<file path="src/rtl/mc_pkg.sv">
// Shared definitions for the multicycle MIPS core (controller and datapath).
// Holds controller state codes, opcode constants, the next-PC select type and
// a helper that identifies the states that complete an instruction.
package mc_pkg;

    localparam logic [3:0] S_FETCH  = 4'd0;
    localparam logic [3:0] S_DECODE = 4'd1;
    localparam logic [3:0] S_ADDR   = 4'd2;
    localparam logic [3:0] S_LW_MEM = 4'd3;
    localparam logic [3:0] S_WB     = 4'd4;
    localparam logic [3:0] S_SW_MEM = 4'd5;
    localparam logic [3:0] S_EXEC   = 4'd6;
    localparam logic [3:0] S_R_WB   = 4'd7;
    localparam logic [3:0] S_BEQ    = 4'd8;
    localparam logic [3:0] S_JUMP   = 4'd9;

    localparam logic [5:0] OP_RTYPE = 6'h00;
    localparam logic [5:0] OP_J     = 6'h02;
    localparam logic [5:0] OP_BEQ   = 6'h04;
    localparam logic [5:0] OP_LW    = 6'h23;
    localparam logic [5:0] OP_SW    = 6'h2B;

    typedef enum logic [1:0] {
        PC_KEEP,
        PC_INC,
        PC_BRANCH,
        PC_JUMP
    } pc_sel_e;

    // States whose successor fetch marks the end of an instruction.
    function automatic logic is_last_state(input logic [3:0] s);
        return (s == S_WB) || (s == S_SW_MEM) || (s == S_R_WB) ||
               (s == S_BEQ) || (s == S_JUMP);
    endfunction

endpackage

</file>
<file path="src/rtl/mc_pc_next.sv">
// Combinational next-PC mux.
// Ports:
//   i_sel      select: keep / pc+4 / branch target / jump target
//   i_pc       current program counter
//   i_btarget  registered branch target
//   i_jidx     ir[25:0] jump index
//   o_pc_next  selected next program counter
module mc_pc_next
    import mc_pkg::*;
(
    input  pc_sel_e     i_sel,
    input  logic [31:0] i_pc,
    input  logic [31:0] i_btarget,
    input  logic [25:0] i_jidx,
    output logic [31:0] o_pc_next
);

    always_comb begin
        o_pc_next = i_pc;
        unique case (i_sel)
            PC_KEEP:   o_pc_next = i_pc;
            PC_INC:    o_pc_next = i_pc + 32'd4;
            PC_BRANCH: o_pc_next = i_btarget;
            PC_JUMP:   o_pc_next = {i_pc[31:28], i_jidx, 2'b00};
            default:   o_pc_next = i_pc;
        endcase
    end

endmodule

</file>
<file path="src/rtl/mc_fetch_datapath.sv">
// Architectural-register half of the multicycle MIPS core. Follows the
// controller state to sequence PC, IR and MDR, drives the memory port, counts
// retired instructions and flags a controller stuck in decode.
// Ports:
//   clk, reset      clock, synchronous active-high reset
//   i_state         controller state (0..9 used)
//   i_hold          freeze all registers and drop strobes
//   i_mem_rdata     memory read data
//   i_alu_result    ALU result (effective address in states 3/5)
//   i_alu_zero      ALU zero flag (branch decision in state 8)
//   o_pc, o_ir, o_mdr          architectural registers
//   o_opcode        ir[31:26]
//   o_mem_addr, o_mem_read, o_mem_write   memory port
//   o_retired_cnt   completed instructions, wrapping
//   o_illegal_op    sticky decode-stall flag
module mc_fetch_datapath
    import mc_pkg::*;
#(
    parameter logic [31:0] RESET_PC    = 32'h0000_0000,
    parameter int unsigned STALL_LIMIT = 4,
    parameter int unsigned CNT_W       = 16
) (
    input  logic             clk,
    input  logic             reset,
    input  logic [3:0]       i_state,
    input  logic             i_hold,
    input  logic [31:0]      i_mem_rdata,
    input  logic [31:0]      i_alu_result,
    input  logic             i_alu_zero,
    output logic [31:0]      o_pc,
    output logic [31:0]      o_ir,
    output logic [5:0]       o_opcode,
    output logic [31:0]      o_mdr,
    output logic [31:0]      o_mem_addr,
    output logic             o_mem_read,
    output logic             o_mem_write,
    output logic [CNT_W-1:0] o_retired_cnt,
    output logic             o_illegal_op
);

    localparam int unsigned STALL_W = $clog2(STALL_LIMIT + 1);

    logic [31:0]      r_pc, r_ir, r_mdr, r_btarget;
    logic [3:0]       r_prev_state;
    logic [CNT_W-1:0] r_retired_cnt;
    logic [STALL_W-1:0] r_stall_cnt;
    logic             r_illegal_op;

    pc_sel_e          w_pc_sel;
    logic [31:0]      w_pc_next;
    logic [31:0]      w_br_off;
    logic [STALL_W-1:0] w_stall_next;
    logic             w_mem_state;

    // Next-PC selection; hold forces PC_KEEP so the mux output equals r_pc.
    always_comb begin
        w_pc_sel = PC_KEEP;
        if (!i_hold) begin
            if (i_state == S_FETCH) begin
                w_pc_sel = PC_INC;
            end else if (i_state == S_BEQ && i_alu_zero) begin
                w_pc_sel = PC_BRANCH;
            end else if (i_state == S_JUMP) begin
                w_pc_sel = PC_JUMP;
            end
        end
    end

    mc_pc_next u_pc_next (
        .i_sel     (w_pc_sel),
        .i_pc      (r_pc),
        .i_btarget (r_btarget),
        .i_jidx    (r_ir[25:0]),
        .o_pc_next (w_pc_next)
    );

    assign w_br_off = {{14{r_ir[15]}}, r_ir[15:0], 2'b00};

    // Run length of back-to-back decode cycles, saturating at the limit.
    always_comb begin
        w_stall_next = '0;
        if (i_state == S_DECODE) begin
            w_stall_next = r_stall_cnt;
            if (r_prev_state == S_DECODE && r_stall_cnt != STALL_W'(STALL_LIMIT)) begin
                w_stall_next = r_stall_cnt + STALL_W'(1);
            end
        end
    end

    always_ff @(posedge clk) begin
        if (reset) begin
            r_pc          <= RESET_PC;
            r_ir          <= '0;
            r_mdr         <= '0;
            r_btarget     <= '0;
            r_prev_state  <= '0;
            r_retired_cnt <= '0;
            r_stall_cnt   <= '0;
            r_illegal_op  <= 1'b0;
        end else if (!i_hold) begin
            r_pc         <= w_pc_next;
            r_prev_state <= i_state;
            r_stall_cnt  <= w_stall_next;
            if (w_stall_next == STALL_W'(STALL_LIMIT)) begin
                r_illegal_op <= 1'b1;
            end
            if (i_state == S_FETCH) begin
                r_ir <= i_mem_rdata;
                if (is_last_state(r_prev_state)) begin
                    r_retired_cnt <= r_retired_cnt + CNT_W'(1);
                end
            end
            // r_pc here is already pc+4 from the fetch cycle.
            if (i_state == S_DECODE) begin
                r_btarget <= r_pc + w_br_off;
            end
            if (i_state == S_LW_MEM) begin
                r_mdr <= i_mem_rdata;
            end
        end
    end

    assign w_mem_state   = (i_state == S_LW_MEM) || (i_state == S_SW_MEM);
    assign o_mem_addr    = w_mem_state ? i_alu_result : r_pc;
    assign o_mem_read    = !i_hold && ((i_state == S_FETCH) || (i_state == S_LW_MEM));
    assign o_mem_write   = !i_hold && (i_state == S_SW_MEM);

    assign o_pc          = r_pc;
    assign o_ir          = r_ir;
    assign o_opcode      = r_ir[31:26];
    assign o_mdr         = r_mdr;
    assign o_retired_cnt = r_retired_cnt;
    assign o_illegal_op  = r_illegal_op;

endmodule

</file>
<file path="config.mk">
export PLATFORM = sky130hd
export DESIGN_NAME = mc_fetch_datapath
export DESIGN_NICKNAME = d
export VERILOG_FILES = /design/src/rtl/mc_pkg.sv /design/src/rtl/mc_pc_next.sv /design/src/rtl/mc_fetch_datapath.sv
export SDC_FILE = /design/constraint.sdc
export NUM_CORES = 1
export LEC_CHECK = 0
export CORE_ASPECT_RATIO = 1.4
export CORE_UTILIZATION = 30
export CTS_BUF_LIST = sky130_fd_sc_hd__clkbuf_8 sky130_fd_sc_hd__clkbuf_16
export CTS_CLUSTER_DIAMETER = 50
export DETAILED_ROUTE_END_ITERATION = 6
export PLACE_DENSITY = 0.53
export RECOVER_POWER = 50
export SKIP_CTS_REPAIR_TIMING = 1
export SYNTH_ARGS = -nofsm -noshare
export SYNTH_HDL_FRONTEND = slang
export SYNTH_SLANG_ARGS = --single-unit
</file>
<file path="constraint.sdc">
create_clock -name clk -period 3.1 [get_ports clk]
set_input_delay 0.62 -clock clk [delete_from_list [all_inputs] [get_ports clk]]
set_output_delay 0.62 -clock clk [all_outputs]
set_load 0.01 [all_outputs]
</file>
==> metrics <==
status finished, final reports clean; first-pass GRT wire length 48,700 microns; worst-case vdd ir drop 368 uV; mean post-synth cell area 7.70 sq um; cts bufs inserted 17; Area growth syn-to-layout 42.0%; Rows 72; Post-DP HPWL 23,500 microns; number of routed nets with antenna violations 0; Sink Count 152; routability cong. 0.912; average wire per standard cell 18.5 microns; DR vias 8,924; residual DRC count 0; Starting DRT DRC Count 450; fin nets 1,451; clk slew on worst S/H paths 60 ps; critical path data required time 2480 ps; CTS Buffer Depth 2; Adder-Cell Fraction of Synth Area 5.07%; slew margin rel. 32.0%; largest family of logic cells by synthesized area compound AO/OA/AOI/OAI gates; post-synthesis mux area share 4.64%; Die Y 202 microns; sequential element share of the synthesized area 35.6%; Yosys warnings 0; I/O pin cnt 225; fillers 2,804; worst path arrival time 2360 ps; die area 29,200 sq um; Via density 5.17; fmax 0.335 GHz; CP Launch Type primary input; pre-CTS WS -82.6 ps; Setup-failing EPs final 0; crit path max fanout 15; Crit. End Element output pin; Final Total Pwr 0.00461 W; Pre-antenna DRT Iters 5; root buffer cell clkbuf_16; simple-gate share of the synthesized area 23.0%; final period utilization 96.2%; largest net degree at the start of global routing 56; number of synthesized flops with an enable pin 0; Yosys reg bits 152; mapped cell area 8540 sq um; Core ar. 27,800 sq um; fin worst setup slack 117 ps; Synth Area in XOR/XNOR 3.28%; antenna violations before repair 0; Fin. Hold Viols 0; post-synthesis cell type count 71; commonest cells after routing, fill and taps aside nand2_1, a21oi_1, dfxtp_1, clkdlybuf4s50_1, dlygate4sd3_1; Async SR Flop Fraction 0%; vias in the first global route 8,709; clk_skew 15.3 ps; Util after Layout 43.6%; Compound-Gate Fraction of Synth Area 23.4%; initial core utilization 30.7%; pwr dens 380 nW/um^2; Primary FF master, synth dfxtp_1; synthesized instance count 1,109; chip width 145 microns; PortBufs 224; CTS tree done; Skew-Pair Late Insertion Delay 440 ps; total negative slack 0 ps; total gr overflow 0; commonest non-fill, non-tap cell in the layout nand2_1; Total Routed Length 31,900 microns; htree depth 4; fin crit period 2980 ps; worst slew pin tran 1020 ps; max cap viols 0; worst setup path class in -> out; Synth Net Count 1,215; Hold Crit Class reg -> reg; Total GRT Usage 21.9%; hold_ws 449 ps; n_diodes 0; Slew Limit Fails 0; fraction of final layout cells with drive strength greater than 1 10.7%; static leakage 5.35 nW; RSZ-0062 raised after global routing no
layer usage:
layer	global-route usage, %	wire [microns]
met5	0	0
met2	40.4	17000
met4	9.59	1150
met3	3.74	1420
met1	24.1	12300
path summary, 6_finish.rpt:
path,start,end,slack [ps],cells past startpoint
worst max-delay path,i_state[1],o_mem_addr[6],120,7
worst min-delay path,r_btarget[15]$_SDFFE_PP0P_,r_btarget[15]$_SDFFE_PP0P_,450,2
worst max register to register,o_ir[15]$_SDFFE_PP0P_,r_btarget[31]$_SDFFE_PP0P_,140,10
worst min register to register,r_btarget[15]$_SDFFE_PP0P_,r_btarget[15]$_SDFFE_PP0P_,450,2
flip-flops by register name, indices dropped and copies added (netlist names):
name and cells:
o_pc 32, r_prev_state 4, r_stall_cnt 3, o_retired_cnt 16
r_btarget 32, o_mdr 32, o_illegal_op 1, o_ir 32
through the flow:
stage | area, sq um | cells
4_1_cts | 12000 | 1725
2_1_floorplan | 8540 | 1109
3_5_place_dp | 11500 | 1694
5_1_grt | 12100 | 1727
3_3_place_gp | 11500 | 1694
6_report | 12100 | 1727
layout make-up:
type | count | area (sq um) | area share [%]
repair buffers | 292 | 2910 | 24.0
well taps | 370 | 463 | 3.82
flip-flops and latches | 152 | 3040 | 25.1
clock buffers | 18 | 439 | 3.62
multi-input cells | 868 | 5080 | 41.9
clock inverters | 13 | 144 | 1.19
inverters | 14 | 52.6 | 0.433
synthesized netlist by cell type, drive strengths merged, types with 13 or more instances:
library cell	instances	area share, %
ha	33	4.8
mux2	29	3.8
inv	13	0.57
nand4	19	1.4
xor2	20	2.1
clkbuf	57	3.0
dfxtp	152	36
nand3	43	2.5
nand2	241	11
buf	17	1.2
a21o	22	1.9
nor2	56	2.5
a211oi	20	1.8
a21oi	162	9.5
or3	14	1.0
and3	25	1.8
o21ai	63	3.9
worst max-delay path, cell delays in order:
cell	delay, ps
clkdlybuf4s50_1	460
xnor2_2	220
nor2_4	70
buf_12	140
buf_12	140
o21ai_0	150
clkdlybuf4s50_1	550
power by group:
part / switching [W] / leakage, nW / internal, W / total [W]
registers: 0.0000231 / 1.23 / 0.00198 / 0.00200
clock network: 0.000911 / 0.281 / 0.00121 / 0.00212
logic: 0.000244 / 3.84 / 0.000244 / 0.000488
total: 0.00118 / 5.35 / 0.00343 / 0.00461
logic make-up after synthesis:
group | count (synthesis)
buf+inv | 89
xor+xnor | 32
compound gates | 329
flops | 152
mux | 36
fa+ha+maj | 34
simple gates | 437
Note: power is estimated with default switching activity, not from simulation.
